**config.mk**
```make
export PLATFORM = sky130hd
export DESIGN_NAME = bpsk_phase_sequencer_flat
export DESIGN_NICKNAME = d
export VERILOG_FILES = /design/src/rtl/bpsk_phase_sequencer_if.sv /design/src/rtl/bpsk_phase_sequencer.sv /design/src/flat_wrapper.sv
export SDC_FILE = /design/constraint.sdc
export NUM_CORES = 1
export LEC_CHECK = 0
export BUFFER_PORTS_ARGS = -buffer_cell sky130_fd_sc_hd__buf_2
export CORE_MARGIN = 2
export CORE_UTILIZATION = 45
export DETAILED_ROUTE_END_ITERATION = 10
export PLACE_DENSITY = 0.68
export SKIP_CTS_REPAIR_TIMING = 1
export SYNTH_ARGS = -nofsm -noshare
export SYNTH_HDL_FRONTEND = slang
export SYNTH_SLANG_ARGS = --single-unit
```
**constraint.sdc**
```tcl
create_clock -name M_AXIS_ACLK -period 1.95 [get_ports M_AXIS_ACLK]
set_input_delay 0.2925 -clock M_AXIS_ACLK [delete_from_list [all_inputs] [get_ports M_AXIS_ACLK]]
set_output_delay 0.2925 -clock M_AXIS_ACLK [all_outputs]
set_load 0.01 [all_outputs]
```
**src/rtl/bpsk_phase_sequencer_if.sv**
```systemverilog
// AXI-Stream style handshake bundle shared by the byte input and phase output.
//   tdata  : payload (DATA_W bits)
//   tvalid : payload valid
//   tlast  : final beat of a packet
//   tready : sink accepts the beat
// master drives payload/valid/last; slave drives ready.
interface bpsk_phase_sequencer_if #(
  parameter int unsigned DATA_W = 8
);
  logic [DATA_W-1:0] tdata;
  logic              tvalid;
  logic              tlast;
  logic              tready;

  modport master (output tdata, output tvalid, output tlast, input tready);
  modport slave  (input tdata, input tvalid, input tlast, output tready);
endinterface

```
**src/rtl/bpsk_phase_sequencer.sv**
```systemverilog
// BPSK phase sequencer: serialises bytes MSB-first, one bit per symbol of
// SAMPLES_PER_SYMBOL samples, emitting accumulator phase + 180 deg for bit 1.
// Ports:
//   M_AXIS_ACLK    : clock
//   M_AXIS_ARESETN : synchronous active-low reset
//   s_axis         : byte input stream (8-bit tdata, bit 7 sent first)
//   m_axis         : 16-bit phase word output stream
//   busy           : high while sending samples
//   underrun_cnt   : saturating count of mid-packet input starvation events
module bpsk_phase_sequencer #(
  parameter logic [31:0] PHASE_STEP         = 32'd67108864,
  parameter int unsigned SAMPLES_PER_SYMBOL = 16,
  parameter int unsigned C_M_START_COUNT    = 32,
  parameter int unsigned CNT_WIDTH          = 16
) (
  input  logic                   M_AXIS_ACLK,
  input  logic                   M_AXIS_ARESETN,
  bpsk_phase_sequencer_if.slave  s_axis,
  bpsk_phase_sequencer_if.master m_axis,
  output logic                   busy,
  output logic [CNT_WIDTH-1:0]   underrun_cnt
);

  localparam int unsigned SC_W   = $clog2(SAMPLES_PER_SYMBOL);
  localparam int unsigned INIT_W = (C_M_START_COUNT > 1) ? $clog2(C_M_START_COUNT) : 1;

  localparam logic [1:0] ST_INIT = 2'd0;
  localparam logic [1:0] ST_IDLE = 2'd1;
  localparam logic [1:0] ST_SEND = 2'd2;

  logic [1:0]           state_q,  state_d;
  logic [INIT_W-1:0]    init_q,   init_d;
  logic [7:0]           nbuf_q,   nbuf_d;
  logic                 nlast_q,  nlast_d;
  logic                 nvalid_q, nvalid_d;
  logic [7:0]           shift_q,  shift_d;
  logic                 last_q,   last_d;
  logic [2:0]           bit_q,    bit_d;
  logic [SC_W-1:0]      sample_q, sample_d;
  logic [31:0]          phase_q,  phase_d;
  logic [CNT_WIDTH-1:0] under_q,  under_d;
  logic [15:0]          tdata_q,  tdata_d;
  logic                 tvalid_q, tvalid_d;
  logic                 tlast_q,  tlast_d;
  logic                 tready_q, tready_d;
  logic                 busy_q,   busy_d;

  logic s_hs, m_hs, sym_end, byte_end;

  // State and output registers
  always_ff @(posedge M_AXIS_ACLK) begin
    if (!M_AXIS_ARESETN) begin
      state_q  <= ST_INIT;
      init_q   <= '0;
      nbuf_q   <= '0;
      nlast_q  <= 1'b0;
      nvalid_q <= 1'b0;
      shift_q  <= '0;
      last_q   <= 1'b0;
      bit_q    <= '0;
      sample_q <= '0;
      phase_q  <= '0;
      under_q  <= '0;
      tdata_q  <= '0;
      tvalid_q <= 1'b0;
      tlast_q  <= 1'b0;
      tready_q <= 1'b0;
      busy_q   <= 1'b0;
    end else begin
      state_q  <= state_d;
      init_q   <= init_d;
      nbuf_q   <= nbuf_d;
      nlast_q  <= nlast_d;
      nvalid_q <= nvalid_d;
      shift_q  <= shift_d;
      last_q   <= last_d;
      bit_q    <= bit_d;
      sample_q <= sample_d;
      phase_q  <= phase_d;
      under_q  <= under_d;
      tdata_q  <= tdata_d;
      tvalid_q <= tvalid_d;
      tlast_q  <= tlast_d;
      tready_q <= tready_d;
      busy_q   <= busy_d;
    end
  end

  // Next-state logic; outputs are registered from the next-state values
  always_comb begin
    state_d  = state_q;
    init_d   = init_q;
    nbuf_d   = nbuf_q;
    nlast_d  = nlast_q;
    nvalid_d = nvalid_q;
    shift_d  = shift_q;
    last_d   = last_q;
    bit_d    = bit_q;
    sample_d = sample_q;
    phase_d  = phase_q;
    under_d  = under_q;

    s_hs     = s_axis.tvalid && tready_q;
    m_hs     = tvalid_q && m_axis.tready;
    sym_end  = (sample_q == SC_W'(SAMPLES_PER_SYMBOL - 1));
    byte_end = sym_end && (bit_q == 3'd7);

    // tready is only high while the buffer is empty, so a load never races a fill
    if (s_hs) begin
      nbuf_d   = s_axis.tdata;
      nlast_d  = s_axis.tlast;
      nvalid_d = 1'b1;
    end

    case (state_q)
      ST_INIT: begin
        if (init_q == INIT_W'(C_M_START_COUNT - 1)) state_d = ST_IDLE;
        else                                          init_d  = init_q + INIT_W'(1);
      end
      ST_IDLE: begin
        if (nvalid_q) begin
          shift_d  = nbuf_q;
          last_d   = nlast_q;
          bit_d    = '0;
          sample_d = '0;
          nvalid_d = 1'b0;
          state_d  = ST_SEND;
        end
      end
      ST_SEND: begin
        if (m_hs) begin
          // A packet's final beat rewinds the accumulator; underruns keep it running
          phase_d = (byte_end && last_q) ? 32'd0 : phase_q + PHASE_STEP;
          if (!sym_end) begin
            sample_d = sample_q + SC_W'(1);
          end else begin
            sample_d = '0;
            if (!byte_end) begin
              shift_d = {shift_q[6:0], 1'b0};
              bit_d   = bit_q + 3'd1;
            end else begin
              if (nvalid_q) begin
                shift_d  = nbuf_q;
                last_d   = nlast_q;
                bit_d    = '0;
                nvalid_d = 1'b0;
              end else begin
                state_d = ST_IDLE;
              end
              if (!nvalid_q && !last_q && !(&under_q)) under_d = under_q + CNT_WIDTH'(1);
            end
          end
        end
      end
      default: state_d = ST_INIT;
    endcase

    tvalid_d = (state_d == ST_SEND);
    busy_d   = (state_d == ST_SEND);
    tdata_d  = phase_d[31:16] ^ {shift_d[7], 15'd0};
    tlast_d  = tvalid_d && last_d && (bit_d == 3'd7) &&
               (sample_d == SC_W'(SAMPLES_PER_SYMBOL - 1));
    tready_d = !nvalid_d && (state_d != ST_INIT);
  end

  assign s_axis.tready = tready_q;
  assign m_axis.tdata  = tdata_q;
  assign m_axis.tvalid = tvalid_q;
  assign m_axis.tlast  = tlast_q;
  assign busy          = busy_q;
  assign underrun_cnt  = under_q;

endmodule

```
**src/flat_wrapper.sv**
```systemverilog
// flat-port wrapper written by rule: the top's interface ports become plain ports
module bpsk_phase_sequencer_flat 
#(
  parameter logic [31:0] PHASE_STEP         = 32'd67108864,
  parameter int unsigned SAMPLES_PER_SYMBOL = 16,
  parameter int unsigned C_M_START_COUNT    = 32,
  parameter int unsigned CNT_WIDTH          = 16
)
  (M_AXIS_ACLK, M_AXIS_ARESETN, busy, underrun_cnt, s_axis_tdata, s_axis_tvalid, s_axis_tlast, s_axis_tready, m_axis_tdata, m_axis_tvalid, m_axis_tlast, m_axis_tready);
  bpsk_phase_sequencer_if #(.DATA_W(8)) s_axis_i ();
  bpsk_phase_sequencer_if #(.DATA_W(16)) m_axis_i ();
  input  logic M_AXIS_ACLK;
  input  logic M_AXIS_ARESETN;
  output logic busy;
  output logic [CNT_WIDTH-1:0] underrun_cnt;
  input wire logic [$bits(s_axis_i.tdata)-1:0] s_axis_tdata;
  input wire logic [$bits(s_axis_i.tvalid)-1:0] s_axis_tvalid;
  input wire logic [$bits(s_axis_i.tlast)-1:0] s_axis_tlast;
  output wire logic [$bits(s_axis_i.tready)-1:0] s_axis_tready;
  output wire logic [$bits(m_axis_i.tdata)-1:0] m_axis_tdata;
  output wire logic [$bits(m_axis_i.tvalid)-1:0] m_axis_tvalid;
  output wire logic [$bits(m_axis_i.tlast)-1:0] m_axis_tlast;
  input wire logic [$bits(m_axis_i.tready)-1:0] m_axis_tready;
  assign s_axis_i.tdata = s_axis_tdata;
  assign s_axis_i.tvalid = s_axis_tvalid;
  assign s_axis_i.tlast = s_axis_tlast;
  assign s_axis_tready = s_axis_i.tready;
  assign m_axis_tdata = m_axis_i.tdata;
  assign m_axis_tvalid = m_axis_i.tvalid;
  assign m_axis_tlast = m_axis_i.tlast;
  assign m_axis_i.tready = m_axis_tready;
  bpsk_phase_sequencer #(.PHASE_STEP(PHASE_STEP), .SAMPLES_PER_SYMBOL(SAMPLES_PER_SYMBOL), .C_M_START_COUNT(C_M_START_COUNT), .CNT_WIDTH(CNT_WIDTH)) u_core (.M_AXIS_ACLK(M_AXIS_ACLK), .M_AXIS_ARESETN(M_AXIS_ARESETN), .s_axis(s_axis_i), .m_axis(m_axis_i), .busy(busy), .underrun_cnt(underrun_cnt));
endmodule
```
==> results of run 1 <==
-- placed cells by master (no fill, tap or decap), drive strengths merged, types with 12 or more instances in the layout --
| cell | instances |
|---|---|
| a211oi | 17 |
| a21oi | 26 |
| buf | 88 |
| clkbuf | 12 |
| dfxtp | 59 |
| inv | 16 |
| nand2 | 32 |
| nand4 | 12 |
| nor2 | 43 |
-- per-stage QoR --
step	setup slack, ns	util	TNS [ns]
4_1_cts	-0.197	0.581	-0.637
3_5_place_dp	-0.0945	0.543	-0.309
5_1_grt	-0.103	0.608	-0.268
6_report	0.00422	0.608	0
3_3_place_gp	-0.0692	0.543	-0.0811
2_1_floorplan	-0.0117	-	-0.0117
-- registers in the layout (all words and copies together) (netlist names) --
register and cells:
u_core.bit_q 3, u_core.busy 1, u_core.init_q 5, u_core.last_q 1
u_core.m_axis.tdata 6, u_core.m_axis.tlast 1, u_core.nbuf_q 8, u_core.nlast_q 1
u_core.nvalid_q 1, u_core.phase_q 1, u_core.s_axis.tready 1, u_core.sample_q 4
u_core.shift_q 8, u_core.state_q 2, u_core.underrun_cnt 16
-- cells by family (layout without fill, tap and decap cells) --
| logic type | Yosys count | in the layout | synth area share |
|---|---|---|---|
| flops | 59 | 59 | 0.376 |
| simple gates | 149 | 149 | 0.250 |
| other cells | 1 | 10 | 0.00120 |
| compound gates | 77 | 77 | 0.163 |
| fa+ha+maj | 11 | 11 | 0.0439 |
| xor+xnor | 18 | 18 | 0.0502 |
| buf+inv | 49 | 120 | 0.0801 |
| mux | 11 | 11 | 0.0351 |
-- path summary, 6_finish.rpt --
check	slack (ns)	from	depth (start not counted)	end
min	0.19	s_axis_tdata[1]	3	u_core.nbuf_q[1]
max reg2reg	0.004	u_core.state_q[1]	8	u_core.m_axis.tlast
min reg2reg	0.45	u_core.nbuf_q[1]	2	u_core.nbuf_q[1]
max	0.004	u_core.state_q[1]	8	u_core.m_axis.tlast
-- metal layers --
metal,wire (um),up-vias
li1,-,1460
met4,172,0
met1,3330,1348
met3,372,16
met2,3800,81
met5,0,-
-- tightest hold or removal path, stage by stage --
cell     delay [ns]
buf_2          0.09
nand2_1        0.04
a21oi_1        0.05
-- cell type report --
cell class	instances	area share
Multi-Input combinational cell	276	0.463
Sequential cell	59	0.289
Timing Repair Buffer	88	0.146
Clock buffer	12	0.0402
Tap cell	80	0.0244
Clock inverter	4	0.0231
Inverter	16	0.0146
-- cell usage after synthesis, types with 2 or more instances --
cell	number
buf_4	17
a22oi_1	3
a211oi_1	17
and4_1	2
dfxtp_1	59
clkbuf_1	10
nand2b_1	4
o22ai_1	2
buf_1	3
nor2_1	42
a31oi_1	4
ha_1	11
o21bai_1	2
o31ai_1	5
nand3_1	9
nand4_1	12
o21ai_0	5
or4_1	4
and3_1	9
nor4_1	5
o21a_1	2
o211ai_1	3
inv_1	16
xnor2_1	10
buf_2	3
nor3b_1	2
mux2i_1	11
or3_1	2
and2_1	4
nor2b_1	11
nand2_1	32
xor2_1	8
a21oi_1	26
nor3_1	5
-- power groups by stage --
stage,combinational [mW],sequential (mW),clock [mW]
after floorplan,0.0486,1.24,0
after global placement,0.0600,1.24,0
after detailed placement,0.0606,1.24,0
after CTS,0.0606,1.21,1.46
after global routing,0.0693,1.21,1.52
final,0.0613,1.21,1.44
==> results.md, run 1 <==
- Outcome: finished, final reports clean
- Power, Total: around 2.7 mW
- FF+latch count, synth: 59
- Wire length of the first global-routing pass: around 12,000 um
- Lkg Pwr: 1.60 nW
- CP endpoint kind: flop
- Placed Instance Area: 3670 um^2
- Buffers & Inverters on Critical Path: 2
- 1st-iter DRT viols: 219
- Switching Fraction: 0.196
- GRT Util Overall: 0.203
- Vias in the first global route: 2,674
- Diodes inserted: 0
- Delay of the slowest cell on the worst path: 0.53 ns
- Slew headroom: 0.608
- Net count, final: 474
- Ys Warns: 0
- Synth top area share: 0.376
- Startpoint types: flop
- Routed wire length: 7680 um
- CTS tree: built
- Sequential cell area: 1190 um^2
- Yosys top cell by area: dfxtp_1
- Clock network power share: 0.530
- Crit path time final: about 1.9 ns
- Post-Layout Cell Count: 535
- Die width: approximately 88 um
- Chip height: 87.5 um
- DRT antenna net count: 0
- Peak VDD IR: 305 uV
- GPL Wtd Cong: 0.943
- Hold WS: ~0.19 ns
- Comb pwr share: 0.023
- Initial antenna violation count: 0
- Psw: roughly 530 uW
- # rows: 30
- Cell area after synthesis: 3140 um^2
- Max-capacitance violation count: 0
- Clock transition at path regs: around 0.07 ns
- Drt first pass iters: 4
- Drt wl/cell: 14.4 um
- Multi-input logic area: roughly 1900 um^2
- Fmax achieved: 514 MHz
- I/O pin cnt: 49
- Top FF cell, synth: dfxtp_1
- Crit-path cells: inv_2, ha_4, buf_6, nand4_1, o21ai_0, a22oi_1, or4_1, nor4_2
- Min-Delay Path Class: input pin to flop
- Port bufs: 38
- Crit Path Category: flop to flop
- CTS H-Tree Depth: 3
- Final clock skew: 0.00643 ns
- CORE AREA: 6760 um^2
- Seq pwr share: 0.447
- DPL Wire Length: 5400 um
- Area Overhead vs Synth: 31.0%
- Distinct cells, synth: 49
- Total gr overflow: 0
- Clock latency on the worst-skew pair: 0.34 ns
- Root Driver: clkbuf_8
- Residual DRC: 0
- Largest net degree at the start of global routing: 29
- Synth Instances: 375
- Met1 Use GR: 0.244
- Max clock buf depth: 2
- Number of buffers created by CTS: 9
- Period utilization: 0.998
- Dpl cells: 515
- Ratio of cells with drive above 1 in the final layout: 0.308
- Clk sinks: 59
- Slew Limit Fails: 0
- Top cells by area, synth: dfxtp_1 (38%), nor2_1 (5.0%), ha_1 (4.4%), a21oi_1 (4.1%), a211oi_1 (4.1%)
- Fill cells: slightly below 600
- Die area: 7660 um^2
- CP Data Arrival Time: 2.20 ns
- Met2 Usage GRT: 0.348
- # setup viols final: 0
- Cell area after layout: 4110 um^2
- Internal Power: 2.18 mW
- Slowest stage cell on the critical path: or4_1
- Number of synthesized flops with an enable pin: 0
- DR vias: ~2,900
- Worst Tran Pin Value: roughly 0.6 ns
- RSZ-0062 raised after global routing: yes
- PwrDens: 661 nW/um^2
- Worst EP required: between 2 and 2.5 ns
- Final hold violations: 0
- Worst path top cell family by delay: simple AND/OR/NAND/NOR gates
- Post-synthesis sequential area ratio: 0.376
- Worst Path Max Fanout: 6
- GRT busiest layer: met2
- Initial Util: 0.464
- Async SR Flop Fraction: 0
- GR met3 Demand/Resource: 0.0474
- Mean Syn Cell Area: 8.37 um^2
- DR vias/cell: 5.43
Power figures use the tool's default switching activity.
==> inputs of run 2 (changes only) <==
--- a/config.mk
+++ b/config.mk
@@ -8,6 +8,7 @@
 export BUFFER_PORTS_ARGS = -buffer_cell sky130_fd_sc_hd__buf_2
 export CORE_MARGIN = 2
 export CORE_UTILIZATION = 45
+export CTS_BUF_LIST = sky130_fd_sc_hd__clkbuf_4
 export DETAILED_ROUTE_END_ITERATION = 10
 export PLACE_DENSITY = 0.68
 export SKIP_CTS_REPAIR_TIMING = 1
==> run 2 against run 1 <==
Net effect: core utilization is 0.59 points lower; sequential power hardly changed; hold slack worse by 0.073 ns; die area stayed put; cell count is 0.56% higher; count of clock-buffer cells in the layout is 3 lower; via count is 1.3% higher; combinational power is 3.9% higher; global-route usage is 0.059 points lower.
==> results.md, run 2 (synthesis gave the netlist of run 1 again) <==
- Min-Delay Path Class: input pin to flop
- Chip height: 87.5 um
- CP Data Arrival Time: 2.21 ns
- Lkg Pwr: 1.60 nW
- Dpl cells: roughly 520
- GPL Wtd Cong: 0.943
- # setup viols final: 0
- Slew headroom: 0.617
- Total gr overflow: 0
- Clock transition at path regs: 0.10 ns
- Max reg flops: 16
- Post-Layout Cell Count: approximately 540
- Crit path time final: 1.91 ns
- Fill cells: 613
- Fmax achieved: ~520 MHz
- DR vias: 2,944
- Wire length of the first global-routing pass: 12,100 um
- Clk sinks: 59
- Drt first pass iters: 4
- Die width: between 80 and 90 um
- Period utilization: 0.980
- Multi-input logic area: 1930 um^2
- Largest net degree at the start of global routing: 29
- Slew Limit Fails: 0
- I/O pin cnt: 49
- Ratio of cells with drive above 1 in the final layout: 0.312
- Max clock buf depth: 2
- Setup slack after layout: 0.0393 ns
- Sequential cell area: approximately 1200 um^2
- Outcome: finished, final reports clean
- Worst Path Max Fanout: 6
- Number of buffers created by CTS: 9
- Net count, final: around 480
- Root Driver: clkbuf_4
- 1st-iter DRT viols: 214
- CORE AREA: 6760 um^2
- Max-capacitance violation count: 0
- CTS tree: built
- Residual DRC: 0
- RSZ-0062 raised after global routing: yes
- Clock latency on the worst-skew pair: 0.41 ns
- Worst EP required: 2.25 ns
- Drt wl/cell: 14.5 um
- Final clock skew: 0.0128 ns
- DR vias/cell: 5.47
- # rows: 30
- Area Overhead vs Synth: 29.7%
- Final hold violations: 0
- Vias in the first global route: around 2,700
- Routed wire length: 7810 um
- Commonest non-fill, non-tap cell in the layout: dfxtp_1
- CTS H-Tree Depth: 3
- PwrDens: 582 nW/um^2
- Peak VDD IR: 374 uV
- Most frequent cells in the layout: dfxtp_1 (54), buf_4 (49), nor2_1 (42)
- Die area: 7660 um^2
- GRT Util Overall: 0.203
- Dpl ws: -0.0945 ns
- DPL Wire Length: 5400 um
- Fin util: 0.602
- Initial antenna violation count: 0
- DRT antenna net count: 0
- Crit Path Category: flop to flop
- Diodes inserted: 0
- CP endpoint kind: flop
- Initial Util: 0.464
- Worst Tran Pin Value: 0.572 ns
- Port bufs: 38
- Final setup TNS: 0 ns
- Startpoint types: flop
-- run 2: cell count changes in the layout (fill, tap and decap cells not counted), sizes merged --
cell and delta:
clkinv +3, clkbuf -3, buf +3
-- run 2: power breakdown --
part           internal, mW  switching (mW)
logic                0.0232          0.0405
registers              1.21         0.00472
clock network         0.635           0.456
-- run 2: area by class of cell --
class,instances,share of cell area
multi-input cells,276,0.474
flip-flops and latches,59,0.292
repair buffers,91,0.152
clock inverters,7,0.0261
well taps,80,0.0246
clock buffers,9,0.0166
inverters,16,0.0148
-- run 2: final timing paths --
kind	startpoint	to	slack [ns]	cells after the start
worst max-delay path	u_core.state_q[1]	u_core.m_axis.tlast	0.04	9
worst min-delay path	s_axis_tdata[5]	u_core.nbuf_q[5]	0.11	3
worst max register to register	u_core.state_q[1]	u_core.m_axis.tlast	0.04	9
worst min register to register	u_core.nbuf_q[4]	u_core.nbuf_q[4]	0.46	2
-- run 2: routing by layer --
metal  part of all wire  track usage  routed length, um
met3              0.051       0.0427                402
met5                  0            0                  0
met2               0.50        0.345               3890
met4              0.021       0.0965                167
met1               0.43        0.242               3340
-- run 2: through the flow --
step,hold slack (ns),total power [mW],cell area (um^2)
finish,0.113,2.37,4070
global route,0.0895,2.45,4070
CTS,0.0868,2.39,3840
detailed placement,0.452,1.30,3670
global placement,0.445,1.30,3670
floorplan,0.414,1.29,3210
-- run 2: worst max-delay path: stages, from the launching register on --
cell and delay [ns]:
dfxtp_2 0.34, buf_4 0.13, ha_4 0.18, buf_4 0.15, nor2b_2 0.21, a31oi_4 0.07, buf_4 0.16, o21bai_2 0.22
a31oi_1 0.28, nor4_2 0.07
